<file path="config.mk">
export PLATFORM = sky130hd
export DESIGN_NAME = multicycle_ctrl_fsm
export DESIGN_NICKNAME = d
export VERILOG_FILES = /design/src/rtl/multicycle_ctrl_fsm.sv
export SDC_FILE = /design/constraint.sdc
export NUM_CORES = 1
export LEC_CHECK = 0
export CAP_MARGIN = 15
export CORE_MARGIN = 5
export CORE_UTILIZATION = 25
export DETAILED_ROUTE_END_ITERATION = 16
export HOLD_SLACK_MARGIN = 0.08
export RECOVER_POWER = 100
export SETUP_SLACK_MARGIN = 0.5
export SYNTH_ARGS = -nofsm -noshare
export SYNTH_HDL_FRONTEND = slang
export SYNTH_SLANG_ARGS = --single-unit
</file>
<file path="constraint.sdc">
create_clock -name clk -period 1.9 [get_ports clk]
set_input_delay 0.38 -clock clk [delete_from_list [all_inputs] [get_ports clk]]
set_output_delay 0.38 -clock clk [all_outputs]
set_load 0.05 [all_outputs]
</file>
<file path="src/rtl/multicycle_ctrl_fsm.sv">
// ---------------------------------------------------------------------------
// multicycle_ctrl_fsm
//
// Main control unit for a multicycle MIPS-style datapath. The FSM steps
// through FETCH, DECODE, then an instruction-class-specific execution path.
// It always returns to FETCH. Outputs are Moore functions of the state. Some
// outputs also depend on mem_ready, Zero, Op or Funct in selected states.
//
// Ports
//   clk          clock
//   reset        synchronous reset, active-high
//   Zero         ALU zero flag (branch decision)
//   mem_ready    memory access completes this cycle
//   Op, Funct    IR[31:26] and IR[5:0] of the instruction in IR
//   PCWrite      PC load enable
//   I_or_D       memory address select (1 = ALUOut)
//   Mem_Write    memory write strobe
//   IR_Write     IR load enable
//   PC_Src       00 ALU, 01 ALUOut, 10 jump target
//   Reg_Write    register file write
//   Mem_to_Reg   writeback select (1 = memory data)
//   Reg_Dst      destination select (1 = rd, 0 = rt)
//   ALUSrcA      0 = PC, 1 = A
//   ALUSrcB      00 B, 01 const 4, 10 sign-ext imm, 11 sign-ext imm<<2
//   ALU_Control  010 add, 110 sub, 000 and, 001 or, 111 slt (upper bits 0)
//   illegal_op   one-cycle pulse on an undecodable Op or Funct
//   state_o      current state encoding
// ---------------------------------------------------------------------------
module multicycle_ctrl_fsm #(
    parameter int ALU_CTRL_W = 3,
    parameter bit ENABLE_BNE = 1'b1
) (
    input  logic                  clk,
    input  logic                  reset,
    input  logic                  Zero,
    input  logic                  mem_ready,
    input  logic [5:0]            Op,
    input  logic [5:0]            Funct,
    output logic                  PCWrite,
    output logic                  I_or_D,
    output logic                  Mem_Write,
    output logic                  IR_Write,
    output logic [1:0]            PC_Src,
    output logic                  Reg_Write,
    output logic                  Mem_to_Reg,
    output logic                  Reg_Dst,
    output logic                  ALUSrcA,
    output logic [1:0]            ALUSrcB,
    output logic [ALU_CTRL_W-1:0] ALU_Control,
    output logic                  illegal_op,
    output logic [3:0]            state_o
);

    typedef enum logic [3:0] {
        S_FETCH     = 4'd0,
        S_DECODE    = 4'd1,
        S_MEM_ADR   = 4'd2,
        S_MEM_READ  = 4'd3,
        S_MEM_WB    = 4'd4,
        S_MEM_WRITE = 4'd5,
        S_EXEC_R    = 4'd6,
        S_R_WB      = 4'd7,
        S_EXEC_I    = 4'd8,
        S_I_WB      = 4'd9,
        S_BRANCH    = 4'd10,
        S_JUMP      = 4'd11
    } state_t;

    localparam logic [5:0] OP_RTYPE = 6'b000000;
    localparam logic [5:0] OP_LW    = 6'b100011;
    localparam logic [5:0] OP_SW    = 6'b101011;
    localparam logic [5:0] OP_ADDI  = 6'b001000;
    localparam logic [5:0] OP_ORI   = 6'b001101;
    localparam logic [5:0] OP_BEQ   = 6'b000100;
    localparam logic [5:0] OP_BNE   = 6'b000101;
    localparam logic [5:0] OP_J     = 6'b000010;

    localparam logic [2:0] ALU_ADD = 3'b010;
    localparam logic [2:0] ALU_SUB = 3'b110;
    localparam logic [2:0] ALU_AND = 3'b000;
    localparam logic [2:0] ALU_OR  = 3'b001;
    localparam logic [2:0] ALU_SLT = 3'b111;

    state_t     state_reg;
    state_t     state_next;
    logic [2:0] alu_ctrl;

    always_ff @(posedge clk) begin
        if (reset) begin
            state_reg <= S_FETCH;
        end else begin
            state_reg <= state_next;
        end
    end

    always_comb begin
        state_next = S_FETCH;
        PCWrite    = 1'b0;
        I_or_D     = 1'b0;
        Mem_Write  = 1'b0;
        IR_Write   = 1'b0;
        PC_Src     = 2'b00;
        Reg_Write  = 1'b0;
        Mem_to_Reg = 1'b0;
        Reg_Dst    = 1'b0;
        ALUSrcA    = 1'b0;
        ALUSrcB    = 2'b00;
        alu_ctrl   = ALU_AND;
        illegal_op = 1'b0;

        case (state_reg)
            S_FETCH: begin
                ALUSrcB  = 2'b01;
                alu_ctrl = ALU_ADD;
                if (mem_ready) begin
                    IR_Write   = 1'b1;
                    PCWrite    = 1'b1;
                    state_next = S_DECODE;
                end else begin
                    state_next = S_FETCH;
                end
            end
            S_DECODE: begin
                ALUSrcB  = 2'b11;
                alu_ctrl = ALU_ADD;
                case (Op)
                    OP_RTYPE:       state_next = S_EXEC_R;
                    OP_LW, OP_SW:   state_next = S_MEM_ADR;
                    OP_ADDI, OP_ORI: state_next = S_EXEC_I;
                    OP_BEQ:         state_next = S_BRANCH;
                    OP_J:           state_next = S_JUMP;
                    OP_BNE: begin
                        if (ENABLE_BNE) begin
                            state_next = S_BRANCH;
                        end else begin
                            illegal_op = 1'b1;
                        end
                    end
                    default:        illegal_op = 1'b1;
                endcase
            end
            S_MEM_ADR: begin
                ALUSrcA    = 1'b1;
                ALUSrcB    = 2'b10;
                alu_ctrl   = ALU_ADD;
                // Only lw and sw reach this state, so anything not sw is lw.
                state_next = (Op == OP_SW) ? S_MEM_WRITE : S_MEM_READ;
            end
            S_MEM_READ: begin
                I_or_D     = 1'b1;
                state_next = mem_ready ? S_MEM_WB : S_MEM_READ;
            end
            S_MEM_WB: begin
                Reg_Write  = 1'b1;
                Mem_to_Reg = 1'b1;
            end
            S_MEM_WRITE: begin
                I_or_D     = 1'b1;
                Mem_Write  = 1'b1;
                state_next = mem_ready ? S_FETCH : S_MEM_WRITE;
            end
            S_EXEC_R: begin
                ALUSrcA    = 1'b1;
                state_next = S_R_WB;
                case (Funct)
                    6'b100000: alu_ctrl = ALU_ADD;
                    6'b100010: alu_ctrl = ALU_SUB;
                    6'b100100: alu_ctrl = ALU_AND;
                    6'b100101: alu_ctrl = ALU_OR;
                    6'b101010: alu_ctrl = ALU_SLT;
                    default: begin
                        // Unknown Funct: abandon the instruction, no writeback.
                        alu_ctrl   = ALU_ADD;
                        illegal_op = 1'b1;
                        state_next = S_FETCH;
                    end
                endcase
            end
            S_R_WB: begin
                Reg_Write = 1'b1;
                Reg_Dst   = 1'b1;
            end
            S_EXEC_I: begin
                ALUSrcA    = 1'b1;
                ALUSrcB    = 2'b10;
                alu_ctrl   = (Op == OP_ORI) ? ALU_OR : ALU_ADD;
                state_next = S_I_WB;
            end
            S_I_WB: begin
                Reg_Write = 1'b1;
            end
            S_BRANCH: begin
                ALUSrcA  = 1'b1;
                alu_ctrl = ALU_SUB;
                PC_Src   = 2'b01;
                PCWrite  = (ENABLE_BNE && (Op == OP_BNE)) ? ~Zero : Zero;
            end
            S_JUMP: begin
                PC_Src  = 2'b10;
                PCWrite = 1'b1;
            end
            default: state_next = S_FETCH;
        endcase

        // While reset is held the outputs present FETCH with no memory
        // completion, whatever state the register holds. This keeps a reset
        // landing mid-stall from leaking a write strobe or a writeback.
        if (reset) begin
            PCWrite    = 1'b0;
            I_or_D     = 1'b0;
            Mem_Write  = 1'b0;
            IR_Write   = 1'b0;
            PC_Src     = 2'b00;
            Reg_Write  = 1'b0;
            Mem_to_Reg = 1'b0;
            Reg_Dst    = 1'b0;
            ALUSrcA    = 1'b0;
            ALUSrcB    = 2'b01;
            alu_ctrl   = ALU_ADD;
            illegal_op = 1'b0;
        end
    end

    assign ALU_Control = ALU_CTRL_W'(alu_ctrl);
    assign state_o     = reset ? S_FETCH : state_reg;

endmodule

</file>
==> metrics.md <==
| Metric | Value |
|---|---|
| Reg2reg path depth | `6` |
| Ys Warns | `0` |
| Detail Route Antenna Nets | `0` |
| Clk slew on worst S/H paths | `0.04 ns` |
| Mux cell area share after synthesis | `4.07%` |
| Status | `finished, violations left` |
| Port bufs | `35` |
| Crit path cell chain | `buf_6, or3_4, or3_4, xnor2_2, a32o_2, buf_8` |
| Post-synth net total | `138` |
| CP max FO | `2` |
| Slowest cell on crit path | `or3_4` |
| EDFF count, synth | `0` |
| Gr usage total | `22.6%` |
| Clk root buf | `clkbuf_4` |
| Hold WC Path Type | `input pin to flip-flop` |
| Period utilization | `113%` |
| Boundary Pins | `36` |
| Worst slew margin | `71.8%` |
| Share of synthesized area occupied by flip-flops and latches | `10.0%` |
| Vias per inst | `5.54` |
| GPL Wtd Cong | `0.876` |
| Pleak | `1.00 nW` |
| Final worst slack | `-0.253 ns` |
| Post-synthesis cell count | `122` |
| Share of the synthesized area in the top cell type | `10.0%` |
| Final Hold Viols | `0` |
| CP startpoint kind | `input pin` |
| Least-Margin Pin Slew | `0.419 ns` |
| Worst EP arrival | `1.77 ns` |
| Worst hold margin | `0.699 ns` |
| Clk buf depth | `2` |
| Final Max Tran Viols | `0` |
| Crit Reg-Reg Endpoint | `state_reg[2]$_SDFF_PP0_` |
| Die area | `4430 µm²` |
| Worst setup EP type | `primary output` |
| Simple-Gate Fraction of Synth Area | `45.4%` |
| Setup crit start | `Op[4]` |
| Worst IR Drop VDD | `0.265 mV` |
| Min Clock Period, post-route | `2.15 ns` |
| Final nets | `238` |
| Main combinational cell family by area after synthesis | `simple AND/OR/NAND/NOR gates` |
| Number of remaining DRC errors | `0` |
| Max Cap Viol | `0` |
| Cts bufs inserted | `3` |
| Starting DRT DRC Count | `68` |
| Asr flop ratio synth | `0%` |
| Initial antenna violation count | `0` |
| Adder-Cell Fraction of Synth Area | `0%` |
| Xor/xnor share of the synthesized area | `4.38%` |
| Area grow syn2layout | `205%` |
| #FFs+latches synth | `4` |
| Library cells used by synthesis | `46` |
| Drt pass-1 iters | `4` |
| Final Cell Area | `2440 µm²` |
| WL final | `5240 µm` |
| Reg-to-reg startpoint | `state_reg[2]$_SDFF_PP0_` |
| Worst EP required | `1.52 ns` |
| Critical path's largest stage delay | `0.38 ns` |
| Complex-gate fraction of the synthesized area | `29.9%` |
| Syn Std Cell Area | `800 µm²` |
| RSZ-0062 raised after global routing | `true` |
| Post-Syn Area per Cell | `6.55 µm²` |
| Die Ht | `66.6 µm` |
| Yosys top cell by area | `dfxtp_1` |
| Flop2flop setup slack | `0.30 ns` |
| Fmax achieved | `0.465 GHz` |
| Die Width | `66.6 µm` |
| PwrDens | `254 nW/µm²` |
| Final HPWL DP | `2810 µm` |
| First-pass GRT wire length | `7730 µm` |
| Depth of the CTS H-tree | `1` |
| Synth top area cells | `dfxtp_1, nor2_1, nand2b_1` |
| Overall Power | `620 µW` |
| Post-synth top flop | `dfxtp_1` |
| Core Rows | `20` |
| Vias in the first global route | `1,554` |
| Clock insertion delay at the later pin of the skew report | `0.25 ns` |
| Antenna Cells | `0` |
| Clk sink count | `4` |
| Hold Buf Count CTS | `0` |
| Most numerous cell on the critical path | `or3_4` |
| Max reg flops | `4` |
| Starting Density | `26.2%` |
| Violated checks | `negative setup slack` |
| Layout cell share with drive strength beyond 1 | `78.6%` |
| WL/cell | `19.8 µm` |
| Detailed-route via count | `1,462` |
| Core Region | `3050 µm²` |
| Crit Path Class | `input pin to primary output` |
| Total congestion overflow | `0` |
| Clk_skew | `0.0135 ns` |
| Largest net degree at the start of global routing | `12` |
| Setup crit end | `PCWrite` |
| Final setup violation count | `8` |
| CTS tree | `done` |
| DP Area | `1850 µm²` |
==> per-stage QoR <==
stage	instances	utilization [%]	worst slack, ns	setup TNS [ns]
floorplan	122	-	-0.00884	-0.0129
global placement	229	60.7	-0.581	-3.61
detailed placement	229	60.7	-0.611	-3.58
CTS	259	79.9	-0.259	-0.749
global route	264	79.9	-0.273	-1.33
finish	264	79.9	-0.253	-0.865
==> cells in the final DEF, fill, tap and decap left out, drive strengths merged, types with 4 or more instances in the layout <==
cell    instances
buf            90
nor2           17
nand2b         10
clkbuf         11
nor3            9
dfxtp           4
o21ai           4
nor2b           7
nand2           5
a21oi           9
==> power breakdown <==
group / total, mW / leakage (nW) / switching (mW) / internal [mW]
logic: 0.415 / 0.956 / 0.206 / 0.209
registers: 0.0958 / 0.0355 / 0.0109 / 0.0849
clock network: 0.110 / 0.0138 / 0.0391 / 0.0709
total: 0.620 / 1.00 / 0.256 / 0.365
==> routing by layer <==
| metal | part of all wire, % | GRT usage [%] |
|---|---|---|
| met3 | 4.8 | 3.04 |
| met4 | 2.8 | 10.4 |
| met2 | 53 | 42.5 |
| met1 | 39 | 24.5 |
| met5 | 0 | 0 |
==> logic make-up after synthesis <==
logic type	count (synthesis)
compound gates	34
xor+xnor	4
buf+inv	11
flops	4
mux	3
simple gates	66
==> worst min path at each step <==
stage	depth (start not counted)	from	to	slack [ns]
finish	4	Op[4]	state_reg[1]$_SDFF_PP0_	0.70
global route	5	Op[1]	state_reg[2]$_SDFF_PP0_	0.72
CTS	4	Op[4]	state_reg[1]$_SDFF_PP0_	0.60
detailed placement	3	state_reg[0]$_SDFF_PP0_	state_reg[3]$_SDFF_PP0_	0.72
global placement	3	state_reg[0]$_SDFF_PP0_	state_reg[3]$_SDFF_PP0_	0.72
floorplan	3	state_reg[0]$_SDFF_PP0_	state_reg[3]$_SDFF_PP0_	0.57
==> what timing repair did <==
action                                  CTS  global route
pin swaps                                29            20
endpoints found under the setup margin   24            24
setup buffers                            27             5
gates resized for setup                 128            37
==> worst max-delay path, delay by kind of cell <==
| kind | cells | cell delay, ns |
|---|---|---|
| AOI/OAI and AO/OA | 1 | 0.24 |
| xor gates and xnor gates | 1 | 0.15 |
| buffers and inverters | 2 | 0.24 |
| and+or+nand+nor | 2 | 0.76 |
==> synthesized netlist by cell type (2+ instances only) <==
cell type / number
nor2_1: 17
nand2b_1: 10
a21oi_1: 9
nor3_1: 9
nor2b_1: 7
clkbuf_1: 5
nand2_1: 5
dfxtp_1: 4
a31oi_1: 3
inv_1: 3
nor4_1: 3
o21ai_0: 3
xnor2_1: 3
a211oi_1: 2
a32o_1: 2
mux2_2: 2
nand3_1: 2
nand4_1: 2
o31ai_1: 2
or3_1: 2
or4_4: 2
==> area by class of cell <==
cell class | instances | area, µm²
fill | 191 | 613
tap | 44 | 55.1
clock buffer | 3 | 22.5
timing repair buffer | 103 | 1130
inverter | 3 | 13.8
multi-input combinational | 107 | 1120
sequential | 4 | 95.1
No activity file was read; power rests on OpenSTA's default activity.
